**src/rtl/serial_frame_collector.sv**
```systemverilog
// Deserialiser for start/data/stop framed bits coming off an ms_sr_flip_flop
// stage; samples only on en strobes and reports good words or framing errors.
module serial_frame_collector #(
  parameter int DATA_W = 8,
  parameter bit INVERT = 1'b0
) (
  input  logic              clk,
  input  logic              rst_n,
  input  logic              D_in,
  input  logic              en,
  output logic [DATA_W-1:0] data_out,
  output logic              valid,
  output logic              busy,
  output logic              frame_err,
  output logic [7:0]        frame_cnt
);
  localparam int               CNT_W    = $clog2(DATA_W + 1);
  localparam logic [CNT_W-1:0] LAST_BIT = CNT_W'(DATA_W - 1);

  typedef enum logic [1:0] {IDLE, DATA, STOP, WAIT_HIGH} state_t;

  state_t            r_state;
  logic [CNT_W-1:0]  r_bit_cnt;
  logic [DATA_W-1:0] r_shift;
  logic [DATA_W-1:0] r_data;
  logic              r_valid;
  logic              r_err;
  logic              r_busy;
  logic [7:0]        r_cnt;
  logic              w_bit;

  // Qbar-driven lines are flipped here so the framing logic always sees idle=1.
  assign w_bit = D_in ^ INVERT;

  always_ff @(posedge clk or negedge rst_n) begin
    if (!rst_n) begin
      r_state   <= IDLE;
      r_bit_cnt <= '0;
      r_shift   <= '0;
      r_data    <= '0;
      r_valid   <= 1'b0;
      r_err     <= 1'b0;
      r_busy    <= 1'b0;
      r_cnt     <= '0;
    end else begin
      r_valid <= 1'b0;
      r_err   <= 1'b0;
      if (en) begin
        unique case (r_state)
          IDLE: begin
            if (!w_bit) begin
              r_state   <= DATA;
              r_bit_cnt <= '0;
              r_busy    <= 1'b1;
            end
          end
          DATA: begin
            // LSB arrives first, so shifting in at the top leaves it at bit 0.
            r_shift   <= {w_bit, r_shift[DATA_W-1:1]};
            r_bit_cnt <= r_bit_cnt + CNT_W'(1);
            if (r_bit_cnt == LAST_BIT) r_state <= STOP;
          end
          STOP: begin
            r_busy <= 1'b0;
            if (w_bit) begin
              r_data  <= r_shift;
              r_valid <= 1'b1;
              r_cnt   <= r_cnt + 8'd1;
              r_state <= IDLE;
            end else begin
              r_err   <= 1'b1;
              r_state <= WAIT_HIGH;
            end
          end
          WAIT_HIGH: begin
            // A line stuck low after a bad stop must not look like a start bit.
            if (w_bit) r_state <= IDLE;
          end
          default: r_state <= IDLE;
        endcase
      end
    end
  end

  assign data_out  = r_data;
  assign valid     = r_valid;
  assign busy      = r_busy;
  assign frame_err = r_err;
  assign frame_cnt = r_cnt;
endmodule

```
**config.mk**
```make
export PLATFORM = sky130hd
export DESIGN_NAME = serial_frame_collector
export DESIGN_NICKNAME = d
export VERILOG_FILES = /design/src/rtl/serial_frame_collector.sv
export SDC_FILE = /design/constraint.sdc
export NUM_CORES = 1
export LEC_CHECK = 0
export ABC_AREA = 1
export CAP_MARGIN = 20
export CORE_MARGIN = 2
export CORE_UTILIZATION = 45
export DETAILED_ROUTE_END_ITERATION = 8
export PLACE_DENSITY = 0.71
export SETUP_SLACK_MARGIN = 0.05
export SLEW_MARGIN = 20
export SYNTH_ARGS = -nofsm -noshare
export SYNTH_HDL_FRONTEND = slang
export SYNTH_SLANG_ARGS = --single-unit
```
**constraint.sdc**
```tcl
create_clock -name clk -period 1.1 [get_ports clk]
set_clock_uncertainty 0.1 [all_clocks]
set_input_delay 0.275 -clock clk [delete_from_list [all_inputs] [get_ports clk]]
set_output_delay 0.275 -clock clk [all_outputs]
set_load 0.005 [all_outputs]
```
Word-level counts from Yosys, hierarchy flattened
Cells that the tools add are included.
{"block": "word_totals", "wordCells": 40, "regBits": 33, "output_inout_bits": 19}
{"block": "classes", "add_sub_neg": 2, "muxes": 15, "reduce_logical": 8, "n_eq_ne": 7}
{"op": "$reduce_and 3->1", "n": 3}
{"op": "$add 8x1->8 const B", "n": 1}
{"op": "$mux 2", "n": 4}
{"op": "$pmux 2 s4", "n": 1}
{"op": "$pmux 4 s2", "n": 1}
{"op": "$mux 1", "n": 7}
{"op": "$ne 2x2->1 const B", "n": 3}
{"op": "$add 4x1->4 const B", "n": 1}
{"op": "$eq 2x2->1 const B", "n": 2}
{"op": "$eq 4x3->1 const B", "n": 1}
{"op": "$mux 4", "n": 1}
{"op": "$reduce_and 4->1", "n": 1}
{"op": "$reduce_bool 2->1", "n": 2}
{"op": "$eq 2x1->1 const B", "n": 1}
{"op": "$logic_not 2->1", "n": 1}
{"op": "$pmux 1 s2", "n": 1}
{"op": "$reduce_and 2->1", "n": 1}

Longest topological paths before layout
Gate-level depths: netlist (run 1).
{"block": "depth", "depth_word": 3, "depth_mapped": 7, "mapped_depth_nobuf": 7}

Worst setup path before layout (run 1)
Ideal clock, no wire load.
{"block": "synth_timing", "kind": "flip-flop to flip-flop", "from": "reg r_cnt[0] (netlist: frame_cnt[0])", "to": "reg r_cnt[4] (netlist: frame_cnt[4])", "t_arrival_ns": 1.037, "path_slack_ns": -0.162, "setup_ns": 0.125, "stages_incl_launch_ff": 6, "period_less_slack_ns": 1.262, "path_cell_list": "dfrtp_1 ha_1 inv_1 nor2_1 nand2_2 xnor2_2"}
{"block": "synth_via", "elab_chain_cells": 1}
{"item": "from (decl)", "line_no": "29", "text": "logic [7:0] r_cnt;"}
{"item": "from (signal assigned)", "line_no": "68", "text": "r_cnt <= r_cnt + 8'd1;"}
{"item": "$add 8x1->8", "line_no": "68"}
No other way between the ends.
A chain may end at the register's enable or synchronous reset.

Final worst setup path (run 1)
{"block": "layout_timing", "from": "reg r_state[0]", "to": "reg r_cnt[1] (netlist: frame_cnt[1])"}
{"block": "layout_via", "elab_chain_cells": 2}
{"item": "from (decl)", "line_no": "22", "text": "state_t r_state;"}
{"item": "from (signal assigned)", "line_no": "37", "text": "r_state <= IDLE;"}
{"item": "from (signal assigned)", "line_no": "52", "text": "r_state <= DATA;"}
{"item": "from (signal assigned)", "line_no": "61", "text": "if (r_bit_cnt == LAST_BIT) r_state <= STOP;"}
{"item": "$eq 2x2->1", "line_no": "49", "text": "unique case (r_state)"}
{"item": "$reduce_and 3->1 (no source line)"}
No other way between the ends.

==> out/qor.yml, run 1 <==
status: "finished with violations"
violations: "negative setup slack"
min_period_ns: 1.28
fin_crit_sh_pct: 117
htreeDepth: 2
syn_nets: 175
areaGrowthSynthToFinish_pct: 56.3
worst_slack_ns: -0.183
cts_root_buf: "clkbuf_4"
critPathKind: "flip-flop to flip-flop"
slowest_delay_ns: 0.40
filler_cell_count: 247
rows: 21
cts_inserted_buffers: 5
max-vdd-ir-drop_mv: 1.43
antenna_left: 0
syn_avg_cell_area_um2: 8.92
required_ns: 1.22
maxSlewViolCount: 0
gr-total-overflow: 0
syn_inst: 169
ff_latch_area_um2: 827
drive_gt1_share_pct: 53.1
final_cell_mix: "nand2_1, dfrtp_1, buf_4, buf_2, inv_1"
start_kind: "flip-flop"
setup_viol_count_final: 51
clkPwrFrac_pct: 11.8
postPlaceCellArea_mm2: 0.00197
clkLatencyLatePin_ns: 0.33
utilization_pct: 71.7
multi_input_area_um2: 810
firstDrtPassIters: 4
hold_class: "input pin to asynchronous set/reset pin"
rsz0062_at_grt: "yes"
cts_hold_buf: 0
wl_per_cell_um: 12.3
p_sw_share_pct: 38.1
diodes: 0
setup_tns_ns: -6.21
clock_path_buffers: 2
grt_pass1_vias: 1241
track_usage_pct: 20.3
seqPwrFrac_pct: 36.8
fmax_mhz: 779
final_common_cell: "nand2_1"
arrival_ns: 1.40
place_hpwl_mm: 2.14
hold_ws_ns: 0.217
path_clk_slew_ns: 0.09
synthDistinctLibCells: 19
dieArea_mm2: 0.00383
io_pins: 23
grt_pass1_wl_mm: 5.42
crit_fanout: 18
max-cap-violations: 0
p_leak_nw: 1.21
pre_cts_slack_ns: -0.498
port_buffers: 22
fp.dieH_um: 61.9
antenna_found_initial: 0
drt_first_iter_violations: 51
relSlewSlack_pct: 85.3
path_common_cell: "nand2_1"
fp.dieW_um: 61.9
num-nets-final: 248
start_util_pct: 45.9
vias: 1361
yosys_register_bits: 33
synth_warnings: 0
combPwrFrac_pct: 51.4
cts.sinks: 33
tightest_slew_ns: 0.221
cp_slowest_cell: "dfrtp_1"
totalWireLength_mm: 3.54
power.density_mw_per_mm2: 2140
p_int_mw: 3.12
place_congestion: 0.805
fin_area_mm2: 0.00236
seq_area_frac_synth_pct: 54.8
hold_viol_final: 0
syn_area_mm2: 0.00151
switchingPower_mw: 1.92
grt_max_degree: 34
via_per_inst: 4.74
cts_tree: "yes"
drc: 0
path_cells: "inv_2, nand2_4, nor2_4, buf_4, inv_6, nand2_1, nand2_1"
core_area_mm2: 0.00328
endpoint_kind: "flip-flop"
-- final cells by class --
| cell class | instances | share of cell area [%] |
|---|---|---|
| multi-input cells | 114 | 34.4 |
| clock buffers | 5 | 1.59 |
| repair buffers | 66 | 22.6 |
| well taps | 46 | 2.44 |
| inverters | 22 | 3.72 |
| flip-flops and latches | 33 | 35.1 |
| clock inverters | 1 | 0.212 |
-- cell usage after synthesis, drive strengths merged --
cell type,n,area [µm²]
o21ai,19,118
nor2,9,43.8
inv,22,82.6
dfrtp,33,826
ha,2,25.0
xnor2,3,48.8
a21oi,1,5.00
xor2,2,17.5
buf,3,30.0
nand4,2,12.5
nand2,63,249
nand3,10,50.1
-- worst max-delay path, delay by kind of cell (launching register included) --
kind,cells,cell delay [ns]
simple gates,4,0.35
flops,1,0.40
buf+inv,3,0.34
-- metrics by stage --
stage                     total power, mW  std cells
after floorplan                      2.69        169
after global placement               3.42        255
after detailed placement             3.51        255
after CTS                            4.63        281
after global routing                 5.42        287
final                                5.04        287
-- worst paths after layout --
path | start | to | slack (ns) | cells past startpoint
max in group asynchronous | rst_n | r_state[1]$_DFFE_PN0P_ | 0.49 | 2
worst max-delay path | r_state[0]$_DFFE_PN0P_ | frame_cnt[1]$_DFFE_PN0P_ | -0.18 | 7
min in group clk | data_out[1]$_DFFE_PN0P_ | data_out[1]$_DFFE_PN0P_ | 0.38 | 2
worst max register to register | r_state[0]$_DFFE_PN0P_ | frame_cnt[1]$_DFFE_PN0P_ | -0.18 | 7
worst min-delay path | rst_n | valid$_DFF_PN0_ | 0.22 | 2
worst min register to register | data_out[1]$_DFFE_PN0P_ | data_out[1]$_DFFE_PN0P_ | 0.38 | 2
-- cell families after synthesis --
kind of cell / share of synthesized area, %
compound gates: 8.13
xor+xnor: 4.40
fa+ha+maj: 1.66
buf+inv: 7.47
flops: 54.8
simple gates: 23.6
-- timing repair --
| action | in CTS | in global routing |
|---|---|---|
| buffers inserted | 19 | 7 |
| resized for setup | 109 | 25 |
| setup endpoints to repair | 51 | 52 |
| gates cloned | 2 | 1 |
| pin swaps | 11 | 7 |
-- state kept, by name (all words and copies together), names as in the netlist --
signal and cells:
r_shift 8, r_state 2, busy 1, valid 1, frame_err 1, r_bit_cnt 4, data_out 8, frame_cnt 8
-- power by group through the flow --
| stage | logic (mW) | registers (mW) | clock network (mW) |
|---|---|---|---|
| 5_1_grt | 2.82 | 1.90 | 0.689 |
| 2_1_floorplan | 0.820 | 1.87 | 0 |
| 4_1_cts | 2.18 | 1.83 | 0.615 |
| 3_3_place_gp | 1.57 | 1.85 | 0 |
| 6_report | 2.59 | 1.85 | 0.595 |
| 3_5_place_dp | 1.63 | 1.87 | 0 |
-- routing by layer --
layer / wire length, µm / global-route usage, % / vias to the layer above
li1: - / - / 677
met1: 1530 / 23.3 / 660
met2: 1860 / 34.4 / 17
met3: 105 / 7.66 / 7
met4: 46 / 7.60 / 0
met5: 0 / 0 / -
Note: power is estimated with default switching activity, not from simulation.
==> run 2, diff against run 1 <==
GPL_ROUTABILITY_DRIVEN = 0   (was unset)
SETUP_SLACK_MARGIN = unset   (was 0.05)
==> run 2 against run 1 <==
Net effect:
- sequential power is essentially flat
- combinational power is essentially flat
- critical path type unchanged
- worst setup slack lost 0.068 ns
- design area grew 2.9%
- routed wire length grew 13%
- non-clock buffer count grew 4
- utilization grew 2.1 points
- largest cell class unchanged
- total power grew 6.6%
- the flow still finishes with violations (negative setup slack)
- global-route usage grew 1.6 points
- via count grew 5.0%
==> out/qor.yml, run 2 (same netlist as run 1, synthesis figures left out) <==
hold_class: "input pin to asynchronous set/reset pin"
required_ns: 1.24  # +0.02 ns
p_sw_share_pct: 37.2  # -0.94 points
areaGrowthSynthToFinish_pct: 60.7
arrival_ns: 1.49  # +0.09 ns
rows: 21  # unchanged
cts.sinks: 33  # unchanged
r2r-start: "r_state[0]$_DFFE_PN0P_"
max-cap-violations: 0  # unchanged
core_area_mm2: 0.00328  # unchanged
rsz0062_at_grt: "yes"
hold_viol_final: 0  # unchanged
startpoint: "r_state[0]$_DFFE_PN0P_"
maxSlewViolCount: 0  # unchanged
fmax_mhz: 740  # -5.0%
clock_path_buffers: 2  # unchanged
drive_gt1_share_pct: 55.0  # +1.9 points
grt_use_met2_pct: 38.2  # +3.8 points
p_int_mw: 3.38  # +8.2%
start_kind: "flip-flop"
worst_slack_ns: -0.251  # -0.0680 ns
combPwrFrac_pct: 48.0  # -3.4 points
antenna_left: 0  # unchanged
seqPwrFrac_pct: 34.4  # -2.4 points
critPathKind: "flip-flop to flip-flop"
drc: 0  # unchanged
relSlewSlack_pct: 85.9  # +0.63 points
fin_area_mm2: 0.00242  # +2.9%
gr-total-overflow: 0  # unchanged
utilization_pct: 73.8  # +2.1 points
power.density_mw_per_mm2: 2220  # +3.6%
top_usage_layer: "met2"
grt_max_degree: 34  # unchanged
fp.dieW_um: 61.9  # unchanged
antenna_found_initial: 0  # unchanged
start_util_pct: 45.9  # unchanged
setup_viol_count_final: 52  # +2.0%
fp.dieH_um: 61.9  # unchanged
status: "finished with violations"
via_per_inst: 4.84  # +2.1%
min_period_ns: 1.35  # +0.0680 ns
port_buffers: 22  # unchanged
cts_inserted_buffers: 5  # unchanged
place_hpwl_mm: 2.00  # -6.6%
firstDrtPassIters: 4  # unchanged
track_usage_pct: 21.9  # +1.6 points
grtUsageMet3_pct: 6.21  # -1.4 points
cts_root_buf: "clkbuf_4"
clkPwrFrac_pct: 17.5  # +5.7 points
violations: "negative setup slack"
fin_crit_sh_pct: 123  # +6.2 points
cts_tree: "yes"
diodes: 0  # unchanged
wl_per_cell_um: 13.5  # +9.8%
grt_pass1_wl_mm: 6.06  # +12%
tightest_slew_ns: 0.211  # -0.00950 ns
vias: 1429  # +5.0%
path_clk_slew_ns: 0.12  # +0.03 ns
p_leak_nw: 1.25  # +3.5%
final_cell_mix: "nand2_1, buf_4, dfrtp_1, buf_2, nand2_2"
max-vdd-ir-drop_mv: 1.55  # +8.7%
totalWireLength_mm: 4.00  # +13%
postPlaceCellArea_mm2: 0.00198  # +0.70%
endpoint_kind: "flip-flop"
num-nets-final: 254  # +2.4%
globalRouteMet1Util_pct: 24.8  # +1.5 points
filler_cell_count: 237  # -4.0%
final_common_cell: "nand2_1"
htreeDepth: 2  # unchanged
grt_pass1_vias: 1392  # +12%
dieArea_mm2: 0.00383  # unchanged
clkLatencyLatePin_ns: 0.35  # +0.02 ns
cts_hold_buf: 0  # unchanged
crit_fanout: 4  # -14
drt_first_iter_violations: 56  # +9.8%
io_pins: 23  # unchanged
switchingPower_mw: 2.00  # +4.0%
-- run 2: cell types whose count changed in the layout (fill, tap and decap cells not counted), sizes merged --
cell / change
bufinv: +1
clkinvlp: +1
inv: +1
buf: +4
clkinv: +1
-- run 2: through the flow --
step | TNS, ns | std cells | hold WS, ns | worst slack, ns | power [mW]
floorplan | -1.33 | 169 | -0.121 | -0.126 | 2.68
global placement | -14.29 | 259 | 0.366 | -0.454 | 3.46
detailed placement | -15.24 | 259 | 0.363 | -0.480 | 3.54
CTS | -6.07 | 285 | 0.177 | -0.171 | 4.99
global route | -10.66 | 295 | 0.183 | -0.332 | 5.75
finish | -7.84 | 295 | 0.167 | -0.251 | 5.37
-- run 2: routing by layer --
metal | vias up | routed length (µm)
li1 | 688 | -
met1 | 702 | 1570
met2 | 34 | 2220
met3 | 5 | 156
met4 | 0 | 54
met5 | - | 0
-- run 2: critical path, stage by stage (launching register included) --
cell      delay, ns
dfrtp_1        0.41
inv_2          0.13
nand2_4        0.08
nor2_4         0.16
buf_4          0.15
clkinv_2       0.08
nand2_1        0.08
o21ai_2        0.05
-- run 2: what timing repair did --
item	CTS	global route
gates cloned	3	2
endpoints found under the setup margin	50	52
resized for setup	109	37
pin swaps	9	2
buffers inserted	15	8
-- run 2: final timing paths --
path / cells after the start / to / slack (ns)
hold reg to reg: 2 / data_out[0]$_DFFE_PN0P_ / 0.41
setup reg to reg: 7 / data_out[6]$_DFFE_PN0P_ / -0.25
max in group asynchronous: 2 / r_shift[5]$_DFFE_PN0P_ / 0.54
setup / recovery: 7 / data_out[6]$_DFFE_PN0P_ / -0.25
min in group clk: 2 / data_out[0]$_DFFE_PN0P_ / 0.41
hold / removal: 2 / data_out[5]$_DFFE_PN0P_ / 0.17
-- run 2: area by class of cell --
type	count	area (µm²)	area share (%)
Inverter	22	90.1	3.72
Tap cell	46	57.6	2.37
Sequential cell	33	827	34.1
Timing Repair inverter	2	16.3	0.671
Clock buffer	5	37.5	1.55
Multi-Input combinational cell	114	782	32.3
Timing Repair Buffer	70	567	23.4
Clock inverter	3	46.3	1.91
-- run 2: power groups by stage --
stage	registers (mW)	clock network, mW	logic [mW]
CTS	1.83	0.950	2.21
global route	1.89	1.03	2.83
global placement	1.85	0	1.62
finish	1.85	0.943	2.58
detailed placement	1.87	0	1.66
floorplan	1.87	0	0.807
==> run 3, diff against run 2 <==
==> constraint.sdc (replaced) <==
create_clock -name clk -period 1.1 [get_ports clk]
set_clock_uncertainty 0.1 [all_clocks]
set_input_delay 0.275 -clock clk [delete_from_list [all_inputs] [get_ports clk]]
set_output_delay 0.275 -clock clk [all_outputs]
set_load 0.01 [all_outputs]
==> run 3 against run 2 <==
Net effect:
- fmax up 1.7%
- largest cell class unchanged
- the flow still finishes with violations (negative setup slack)
- routed wire length down 3.9%
- worst setup slack better by 0.022 ns
- cell count down 2.0%
- critical path type unchanged
==> out/qor.yml, run 3 (same netlist as run 1, synthesis figures left out) <==
drc: 0  # unchanged
start_util_pct: 45.9  # unchanged
setup_tns_ns: -7.33  # +0.515 ns
crit_fanout: 9  # +5
port_buffers: 22  # unchanged
slowest_delay_ns: 0.40  # about the same
rsz0062_at_grt: "yes"
status: "finished with violations"
hold_viol_final: 0  # unchanged
path_clk_slew_ns: 0.10  # -0.02 ns
final_common_cell: "nand2_1"
endpoint_kind: "flip-flop"
max-vdd-ir-drop_mv: 1.13  # -27%
total_power_mw: 5.18  # -3.7%
path_common_cell: "nand2_1"
min_period_ns: 1.33  # -0.0224 ns
cts_inserted_buffers: 5  # unchanged
cts.sinks: 33  # unchanged
arrival_ns: 1.49  # about the same
critPathKind: "flip-flop to flip-flop"
required_ns: 1.27  # +0.03 ns
violations: "negative setup slack"
power.density_mw_per_mm2: 2160  # -2.4%
grtUsageMet3_pct: 4.35  # -1.9 points
start_kind: "flip-flop"
tightest_slew_ns: 0.214  # +0.00245 ns
p_leak_nw: 1.24  # -0.77%
placed_cells: 260  # +0.39%
fp.dieH_um: 61.9  # unchanged
via_per_inst: 4.83  # -0.28%
top_usage_layer: "met2"
place_hpwl_mm: 2.10  # +5.0%
track_usage_pct: 20.8  # -1.1 points
switchingPower_mw: 1.96  # -1.9%
p_sw_share_pct: 37.9  # +0.70 points
multi_input_area_um2: 754  # -3.5%
grt_pass1_wl_mm: 5.71  # -5.8%
worst_slack_ns: -0.229  # +0.0224 ns
htreeDepth: 2  # unchanged
drive_gt1_share_pct: 52.3  # -2.8 points
fin_crit_sh_pct: 121  # -2.0 points
core_area_mm2: 0.00328  # unchanged
clkPwrFrac_pct: 12.5  # -5.0 points
io_pins: 23  # unchanged
diodes: 0  # unchanged
dieArea_mm2: 0.00383  # unchanged
areaGrowthSynthToFinish_pct: 58.7
drt_first_iter_violations: 120  # +110%
combPwrFrac_pct: 51.3  # +3.3 points
antenna_found_initial: 0  # unchanged
seqPwrFrac_pct: 36.2  # +1.8 points
clkLatencyLatePin_ns: 0.33  # -0.02 ns
globalRouteMet1Util_pct: 22.1  # -2.7 points
grt_use_met2_pct: 38.8  # +0.60 points
clock_path_buffers: 2  # unchanged
relSlewSlack_pct: 85.7  # -0.20 points
grt_max_degree: 34  # unchanged
antenna_left: 0  # unchanged
gr-total-overflow: 0  # unchanged
setup_viol_count_final: 50  # -3.8%
maxSlewViolCount: 0  # unchanged
cts_hold_buf: 0  # unchanged
fmax_mhz: 753  # +1.7%
num-nets-final: 248  # -2.4%
wl_per_cell_um: 13.3  # -1.9%
p_int_mw: 3.21  # -4.8%
fp.dieW_um: 61.9  # unchanged
pre_cts_slack_ns: -0.572  # -0.0922 ns
cts_tree: "yes"
final_cells: 289  # -2.0%
grt_pass1_vias: 1373  # -1.4%
final_cell_mix: "nand2_1, buf_4, dfrtp_1, inv_1, buf_2"
vias: 1396  # -2.3%
totalWireLength_mm: 3.84  # -3.9%
ff_latch_area_um2: 828  # +0.15%
cts_root_buf: "clkbuf_4"
cp_slowest_cell: "dfrtp_1"
max-cap-violations: 0  # unchanged
firstDrtPassIters: 4  # unchanged
path_cells: "inv_2, nand2_2, nor2_4, buf_12, nand3_1, nand2_1, nand2_1, inv_1"
rows: 21  # unchanged
utilization_pct: 72.8  # -0.95 points
filler_cell_count: 244  # +3.0%
hold_class: "input pin to asynchronous set/reset pin"
run 3: critical path: cells and delay by family, from the launching register on:
kind                   cells  cell delay, ns
AND/OR/NAND/NOR            5            0.46
flip-flops                 1            0.40
buffers and inverters      3            0.32
run 3: layout make-up:
| cell class | instances | area share [%] |
|---|---|---|
| clock inverters | 2 | 0.418 |
| repair inverters | 1 | 0.471 |
| multi-input cells | 111 | 31.5 |
| repair buffers | 68 | 24.8 |
| flip-flops and latches | 33 | 34.6 |
| clock buffers | 6 | 1.73 |
| inverters | 22 | 3.97 |
| well taps | 46 | 2.41 |
run 3: path summary, 6_finish.rpt:
check | startpoint | end | slack, ns | depth (start not counted)
worst max-delay path | r_state[0]$_DFFE_PN0P_ | frame_cnt[6]$_DFFE_PN0P_ | -0.23 | 8
worst min-delay path | rst_n | r_shift[6]$_DFFE_PN0P_ | 0.20 | 2
worst max register to register | r_state[0]$_DFFE_PN0P_ | frame_cnt[6]$_DFFE_PN0P_ | -0.23 | 8
worst min register to register | r_bit_cnt[3]$_DFFE_PN0P_ | r_bit_cnt[3]$_DFFE_PN0P_ | 0.41 | 2
max in group asynchronous | rst_n | r_state[1]$_DFFE_PN0P_ | 0.51 | 2
min in group clk | r_bit_cnt[3]$_DFFE_PN0P_ | r_bit_cnt[3]$_DFFE_PN0P_ | 0.41 | 2
run 3: repair_timing:
| action | 4_1_cts | 5_1_grt |
|---|---|---|
| resized for setup | 114 | 31 |
| cloned | 2 | 0 |
| setup endpoints to repair | 51 | 52 |
| buffers inserted | 13 | 6 |
| pin swaps | 4 | 6 |
run 3: metal layers:
| metal | share of wire (%) | vias up |
|---|---|---|
| met3 | 3.2 | 7 |
| met5 | 0 | - |
| li1 | - | 672 |
| met2 | 55 | 27 |
| met1 | 40 | 690 |
| met4 | 1.5 | 0 |
run 3: metrics by stage:
stage	area (µm²)	hold WS, ns
CTS	2200	0.197
finish	2390	0.202
detailed placement	1990	0.362
floorplan	1530	-0.121
global placement	1990	0.360
global route	2390	0.198
run 3: power by group through the flow:
stage / registers (mW) / clock network (mW) / logic [mW]
floorplan: 1.94 / 0 / 0.806
global placement: 1.85 / 0 / 1.68
detailed placement: 1.87 / 0 / 1.74
CTS: 1.84 / 0.663 / 2.11
global route: 1.92 / 0.732 / 2.88
finish: 1.87 / 0.647 / 2.65
